--- src/rtl/bcdx_pkg.sv ---
// Shared constants and state encoding for the BCD <-> excess-3 converter.
package bcdx_pkg;
    localparam int         DIGIT_W      = 4;
    localparam logic [3:0] XS3_OFFSET   = 4'd3;
    localparam logic       MODE_BCD2XS3 = 1'b0;
    localparam logic       MODE_XS32BCD = 1'b1;

    typedef enum logic [1:0] {IDLE, CONV, DONE} state_e;
endpackage

--- src/rtl/bcdx_digit_conv.sv ---
// Combinational single-digit BCD <-> XS3 converter.
// With BCDX_ERR_DETECT_EN defined, out-of-range digits give 4'hF and invalid=1.
module bcdx_digit_conv
    import bcdx_pkg::*;
(
    input  logic [DIGIT_W-1:0] d,
    input  logic               mode,
    output logic [DIGIT_W-1:0] q,
    output logic               invalid
);
    always_comb begin
        q = (mode == MODE_XS32BCD) ? d - XS3_OFFSET : d + XS3_OFFSET;
`ifdef BCDX_ERR_DETECT_EN
        if (mode == MODE_XS32BCD) invalid = (d < 4'd3) || (d > 4'd12);
        else                      invalid = (d > 4'd9);
        if (invalid) q = 4'hF;
`else
        invalid = 1'b0;
`endif
    end
endmodule

--- src/rtl/bcd_xs3_conv_seq.sv ---
// Multi-digit BCD <-> XS3 converter, one digit per cycle through a shared datapath.
// Optional per-digit range checking is enabled by defining BCDX_ERR_DETECT_EN.
module bcd_xs3_conv_seq
    import bcdx_pkg::*;
#(
    parameter int NDIG = 4
) (
    input  logic                    clk,
    input  logic                    rst_n,
    input  logic                    in_valid,
    output logic                    in_ready,
    input  logic                    mode,
    input  logic [NDIG*DIGIT_W-1:0] din,
    output logic                    out_valid,
    input  logic                    out_ready,
    output logic [NDIG*DIGIT_W-1:0] dout,
    output logic [NDIG-1:0]         err_mask
);
    localparam int W  = NDIG * DIGIT_W;
    localparam int CW = (NDIG > 1) ? $clog2(NDIG) : 1;

    state_e         state_q, state_d;
    logic [CW-1:0]  cnt_q, cnt_d;
    logic [W-1:0]   din_q, din_d;
    logic           mode_q, mode_d;
    logic [W-1:0]   res_q, res_d;
    logic [DIGIT_W-1:0] dig_in, dig_out;
    logic           dig_inv;

    assign dig_in = din_q[cnt_q*DIGIT_W +: DIGIT_W];

    bcdx_digit_conv u_digit (
        .d       (dig_in),
        .mode    (mode_q),
        .q       (dig_out),
        .invalid (dig_inv)
    );

    always_ff @(posedge clk or negedge rst_n) begin
        if (!rst_n) begin
            state_q <= IDLE;
            cnt_q   <= '0;
            din_q   <= '0;
            mode_q  <= MODE_BCD2XS3;
            res_q   <= '0;
        end else begin
            state_q <= state_d;
            cnt_q   <= cnt_d;
            din_q   <= din_d;
            mode_q  <= mode_d;
            res_q   <= res_d;
        end
    end

    always_comb begin
        state_d = state_q;
        case (state_q)
            IDLE:    if (in_valid) state_d = CONV;
            CONV:    if (cnt_q == CW'(NDIG - 1)) state_d = DONE;
            DONE:    if (out_ready) state_d = IDLE;
            default: state_d = IDLE;
        endcase
    end

    // Datapath: capture on accept, then write one converted digit per CONV cycle.
    always_comb begin
        cnt_d  = cnt_q;
        din_d  = din_q;
        mode_d = mode_q;
        res_d  = res_q;
        if (state_q == IDLE && in_valid) begin
            din_d  = din;
            mode_d = mode;
            cnt_d  = '0;
        end else if (state_q == CONV) begin
            res_d[cnt_q*DIGIT_W +: DIGIT_W] = dig_out;
            cnt_d = cnt_q + 1'b1;
        end
    end

    always_comb begin
        in_ready  = (state_q == IDLE);
        out_valid = (state_q == DONE);
        dout      = res_q;
    end

`ifdef BCDX_ERR_DETECT_EN
    logic [NDIG-1:0] err_q, err_d;

    always_ff @(posedge clk or negedge rst_n) begin
        if (!rst_n) err_q <= '0;
        else        err_q <= err_d;
    end

    always_comb begin
        err_d = err_q;
        if (state_q == CONV) err_d[cnt_q] = dig_inv;
    end

    assign err_mask = err_q;
`else
    logic unused_inv;
    assign unused_inv = dig_inv;
    assign err_mask   = '0;
`endif
endmodule

--- config.mk ---
export PLATFORM = sky130hd
export DESIGN_NAME = bcd_xs3_conv_seq
export DESIGN_NICKNAME = d
export VERILOG_FILES = /design/src/rtl/bcdx_pkg.sv /design/src/rtl/bcdx_digit_conv.sv /design/src/rtl/bcd_xs3_conv_seq.sv
export SDC_FILE = /design/constraint.sdc
export NUM_CORES = 1
export LEC_CHECK = 0
export BUFFER_PORTS_ARGS = -buffer_cell sky130_fd_sc_hd__buf_2
export CAP_MARGIN = 40
export CORE_ASPECT_RATIO = 0.9
export CORE_UTILIZATION = 40
export DETAILED_ROUTE_END_ITERATION = 10
export GPL_ROUTABILITY_DRIVEN = 0
export GPL_TIMING_DRIVEN = 0
export HOLD_SLACK_MARGIN = 0.02
export PLACE_DENSITY_LB_ADDON = 0.25
export SETUP_SLACK_MARGIN = 0.15
export SLEW_MARGIN = 40
export SYNTH_ARGS = -nofsm -noshare
export SYNTH_HDL_FRONTEND = slang
export SYNTH_SLANG_ARGS = --single-unit
--- constraint.sdc ---
create_clock -name clk -period 2.78 [get_ports clk]
set_input_delay 0.278 -clock clk [delete_from_list [all_inputs] [get_ports clk]]
set_output_delay 0.278 -clock clk [all_outputs]
set_load 0.02 [all_outputs]
==> flow_summary.toml, run 1 <==
[timing]
min_period_over_period_pct = 89.0
setup_tns_ns = 0
final.min_clock_period_ns = 2.47
setup_viol = 0
hold_viol_final = 0
finalMaxSlewViolations = 0
rsz0062_at_grt = "yes"
fin_skew_ns = 0.00537
maxClockFrequency_mhz = 404
setup_slack_ns = 0.305

[setup_path]
r2r_end = "dout[7]"
crit_path_start = "cnt_q[0]"
reg2reg_depth = 8
crit_chain = "buf_4 > mux4_2 > ha_1 > a21oi_1 > o21ai_0 > a41o_1 > xnor2_4 > o21ai_1"
r2r-start = "cnt_q[0]"
cpPeakStageDelay_ns = 0.51
crit_required_ns = 2.94
worstSetupPathType = "reg -> reg"
slowest_stage = "mux4_2"
cp-start-kind = "flop"
crit_end = "dout[7]"
end_kind = "flop"
critical_path_arrival_ns = 2.64
critical_path_peak_fanout = 10
r2r_slack_ns = 0.31

[hold_path]
hold_path_depth = 2
hp-start = "out_ready"
worstHoldPathType = "in -> reg"

[route]
vias_per_cell = 4.81
ant_nets = 0
dr.pass1.iters = 4
drc = 0
drt_iter0_markers = 37
wire_per_inst_um = 12.9
vias = 1245
wirelength_um = 3350

[layout]
antenna_cells = 0
multi_input_comb_area_um2 = 782
seqCellArea_um2 = 926
fillerInstances = 391
drive_gt1_share_pct = 38.7
nets = 228
syn_to_final_growth_pct = 22.9

[synth]
ys.flop_type = "dfrtp_1"
yosysMostFrequentCell = "dfrtp_1"
ys_seq_area_share_pct = 52.4
ys_async_sr_fraction_pct = 100
ys_ff_latch = 37
synth_edf_count = 0
syn_inst = 150
post_synth_num_cell_types = 32
ys_warn_count = 0
yosysTopAreaCell = "dfrtp_1"
synth.top_cell.area_share_pct = 52.4
synth_area_um2 = 1770
synth_commonest_cells = "37 x dfrtp_1, 24 x nand2_1, 16 x mux2_2, 7 x ha_1, 7 x o21ai_0"
synth_area_per_cell_um2 = 11.8
synthTopCellsByArea = "dfrtp_1 52%, mux2_2 10%, nand2_1 5.1%"

[global_route]
track_usage_pct = 16.7
grt_pass1_vias = 1291
grt_use_met3_pct = 4.98
antenna_found_initial = 0
overflow = 0
grt_start_max_net_pins = 38
use_met1_pct = 21.1
busiest_layer = "met2"
grtUsageMet2_pct = 27.6
grt_pass1_wl_um = 5910

[flow_run]
max_cap_violations = 0

[clock_tree]
clkSlewWorstSetupHoldPaths_ns = 0.07
numCtsBuffers = 5
tritoncts = "built"
cts-root-buf = "clkbuf_8"
clkSinkCount = 37
htree_levels = 2
cts.path.max_buffers = 2
clock_latency_ns = 0.29

[floorplanning]
row_count = 22
die_h_um = 65.1
start_util_pct = 42.5
io_pins = 43
die-area_um2 = 4690
design.core.area_um2 = 4160
die_w_um = 72.1

[power_and_ir_drop]
max-vdd-ir-drop_mv = 0.609
power_density_nw_per_um2 = 1320
leakage_nw = 1.06

[placement]
dpl.hpwl_um = 2550
dpl_worst_slack_ns = 0.0280
port_buffers = 38

[run_status]
status = "finished clean"
-- placed cells by master (no fill, tap or decap) --
master         Yosys  final
dfrtp_1           37     37
nand2_1           24     24
a41o_1             1      1
nor2_1             6      6
o21bai_1           1      1
mux2_2            16     16
nand3_1            1      1
buf_2              2     38
a21oi_1            3      2
buf_4              6      8
xnor2_2            1      1
o31ai_1            1      1
clkbuf_1           1      1
a21oi_2            0      1
fa_1               1      1
and2b_1            1      1
o41ai_1            6      6
o21ai_1            5      5
conb_1             1      4
nand2b_1           2      2
and2_1             1      1
dlygate4sd3_1      0      1
clkinvlp_4         0      1
buf_6              1      1
inv_1              6      6
nand4_1            1      1
ha_1               7      7
mux2_4             1      1
clkbuf_8           0      6
mux2i_1            1      1
xor2_1             1      1
or3_1              3      3
o21ai_0            7      7
mux4_2             3      3
xnor2_4            0      1
a22o_1             1      1
-- layer usage --
| layer | vias to the layer above | share of wire, % |
|---|---|---|
| li1 | 604 | - |
| met1 | 599 | 45 |
| met2 | 37 | 48 |
| met3 | 5 | 5.6 |
| met4 | 0 | 0.93 |
| met5 | - | 0 |
-- critical path: cells and delay by family, from the launching register on --
family,cells,cell delay [ns]
buffers and inverters,1,0.21
adder cells (fa/ha/maj),1,0.35
AO/OA/AOI/OAI,4,0.64
multiplexers,1,0.51
XOR/XNOR,1,0.23
flip-flops,1,0.42
-- cell families (layout without fill, tap and decap cells) --
logic type / Yosys count / in the layout / share of synthesized area [%]
adders and majority gates: 8 / 8 / 6.09
AOI/OAI and AO/OA: 25 / 25 / 9.14
xor gates and xnor gates: 3 / 3 / 1.91
muxes: 21 / 21 / 15.4
and+or+nand+nor: 39 / 39 / 9.56
DFF: 37 / 37 / 52.4
other: 1 / 4 / 0.212
buffers and inverters: 16 / 62 / 5.24
-- power by group --
part	leakage, nW	switching, mW	total (mW)	internal, mW
Sequential	0.468	0.135	0.902	0.766
Combinational	0.552	0.896	1.60	0.705
Clock	0.0433	0.177	0.373	0.196
Total	1.06	1.21	2.88	1.67
-- metrics by stage --
stage | power, mW | cells | instance area [µm²] | hold slack [ns] | util [%]
floorplan | 1.98 | 153 | 1780 | -0.0176 | -
global placement | 2.34 | 251 | 2040 | 0.395 | 49.2
detailed placement | 2.39 | 251 | 2040 | 0.414 | 49.2
CTS | 2.82 | 258 | 2140 | 0.110 | 51.5
global route | 3.11 | 259 | 2170 | 0.200 | 52.2
finish | 2.88 | 259 | 2170 | 0.197 | 52.2
-- registers in the layout, summed over array words and instances, names as in the netlist --
register  cells
din_q        16
cnt_q         2
state_q       2
dout         16
mode_q        1
-- worst min path at each step --
stage / end / slack, ns
6_report: state_q[1] / 0.20
5_1_grt: mode_q / 0.20
4_1_cts: dout[8] / 0.11
3_5_place_dp: dout[8] / 0.41
3_3_place_gp: dout[11] / 0.39
2_1_floorplan: cnt_q[0] / -0.02
-- cell type report --
class                      count  area share, %
inverter                       6           1.04
sequential                    37           42.7
clock buffer                   6           3.80
buffer                        10           3.34
tap                           60           3.46
clock inverter                 1          0.346
timing repair buffer          39           9.34
multi-input combinational    100           36.0
-- what timing repair did --
action,CTS,global route
gates resized for setup,1,4
hold endpoints to repair,0,37
setup endpoints to repair,4,6
buffers inserted,0,0
hold buffers,0,1
Note: power is estimated with default switching activity, not from simulation.
==> inputs of run 2 (changes only) <==
- CORE_MARGIN: default -> 10
==> flow_summary.toml, run 2 (same netlist as run 1, synthesis figures left out) <==
[placement]
port_buffers = 38
dpl.hpwl_um = 2930
place_area_um2 = 2040
dpl_worst_slack_ns = -0.00310
dp_cells = 251

[layout]
mostFrequentLayoutCell = "buf_2"
nets = 228
fin_cells = 259
design_area_um2 = 2170
mostFrequentLayoutCells = "38 x buf_2, 36 x dfrtp_1, 24 x nand2_1"
fillerInstances = 396
drive_gt1_share_pct = 39.2
antenna_cells = 0
fin_util_pct = 52.0
syn_to_final_growth_pct = 23.1

[timing]
fin_skew_ns = 0.00855
finalMaxSlewViolations = 0
min_period_over_period_pct = 89.8
setup_viol = 0
rsz0062_at_grt = "no"
setup_slack_ns = 0.285
setup_tns_ns = 0
hold_viol_final = 0
maxClockFrequency_mhz = 401
final.min_clock_period_ns = 2.50
hold_slack_ns = 0.187

[clock_tree]
tritoncts = "built"
clkSlewWorstSetupHoldPaths_ns = 0.08
cts-root-buf = "clkbuf_8"
clkSinkCount = 37
htree_levels = 2
cts.path.max_buffers = 2
numCtsBuffers = 5
clock_latency_ns = 0.29

[route]
wirelength_um = 3780
drt_iter0_markers = 24
ant_nets = 0
vias_per_cell = 4.90
wire_per_inst_um = 14.6
drc = 0
vias = 1268
dr.pass1.iters = 4

[setup_path]
slowest_stage = "mux4_2"
critical_path_arrival_ns = 2.67
r2r_slack_ns = 0.28
critical_path_peak_fanout = 10
crit_required_ns = 2.95
reg2reg_depth = 8
path_buf_inv = 1
cpPeakStageDelay_ns = 0.51
crit_family = "compound AO/OA/AOI/OAI gates"
worstSetupPathType = "reg -> reg"
end_kind = "flop"
r2r_end = "dout[3]"
crit_chain = "buf_4 > mux4_2 > ha_1 > a21oi_1 > o21ai_0 > a41o_1 > xnor2_2 > o21ai_1"
r2r-start = "cnt_q[0]"
cp-start-kind = "flop"

[global_route]
track_usage_pct = 10.3
antenna_found_initial = 0
overflow = 0
grt_pass1_wl_um = 6350
grt_pass1_vias = 1323
grt_start_max_net_pins = 38

[hold_path]
hp-start = "out_ready"
worstHoldPathType = "in -> reg"
hold_path_depth = 2
holdPathEnd = "state_q[1]"

[power_and_ir_drop]
leakage_nw = 1.07
finalPower_mw = 2.88
power_density_nw_per_um2 = 1320
max-vdd-ir-drop_mv = 0.502

[floorplanning]
die_h_um = 83.1
design.core.area_um2 = 4180
row_count = 22
io_pins = 43
start_util_pct = 42.2
die_w_um = 90.1
die-area_um2 = 7480

[flow_run]
max_cap_violations = 0

[run_status]
status = "finished clean"
==> run 2: routing by layer <==
layer  track usage [%]  vias to the layer above  part of all wire (%)
li1                  -                      613                     -
met3              4.86                        7                   7.2
met4              3.88                        0                   1.4
met5                 0                        -                     0
met2              16.3                       38                    46
met1              12.0                      610                    46
==> run 2: final cells by class <==
class / count / area [µm²] / share of cell area [%]
Clock buffer: 5 / 68.8 / 3.16
Tap cell: 60 / 75.1 / 3.45
Multi-Input combinational cell: 100 / 771 / 35.4
Sequential cell: 37 / 927 / 42.6
Buffer: 10 / 72.6 / 3.34
Clock inverter: 2 / 35.0 / 1.61
Inverter: 6 / 22.5 / 1.04
Timing Repair Buffer: 39 / 203 / 9.32
==> run 2: how the worst max path moves through the flow <==
stage,depth (start not counted),slack [ns],from,to
after floorplan,8,0.46,cnt_q[0],dout[11]
after global placement,8,0.08,cnt_q[0],dout[7]
after detailed placement,8,-0.003,cnt_q[0],dout[3]
after CTS,8,0.17,cnt_q[0],dout[11]
after global routing,8,0.16,cnt_q[0],dout[3]
final,8,0.28,cnt_q[0],dout[3]
==> run 2: where the power goes <==
group | switching, mW | internal (mW) | leakage, nW
Sequential | 0.135 | 0.768 | 0.467
Clock | 0.183 | 0.261 | 0.0540
Combinational | 0.875 | 0.657 | 0.551
Total | 1.19 | 1.69 | 1.07
==> run 2: repair_timing <==
action                                 CTS  global route
hold buffers                             0             1
gates resized for setup                  1             4
pin swaps                                0             1
setup endpoints to repair                4             8
endpoints found under the hold margin    0            37
buffers inserted                         0             0
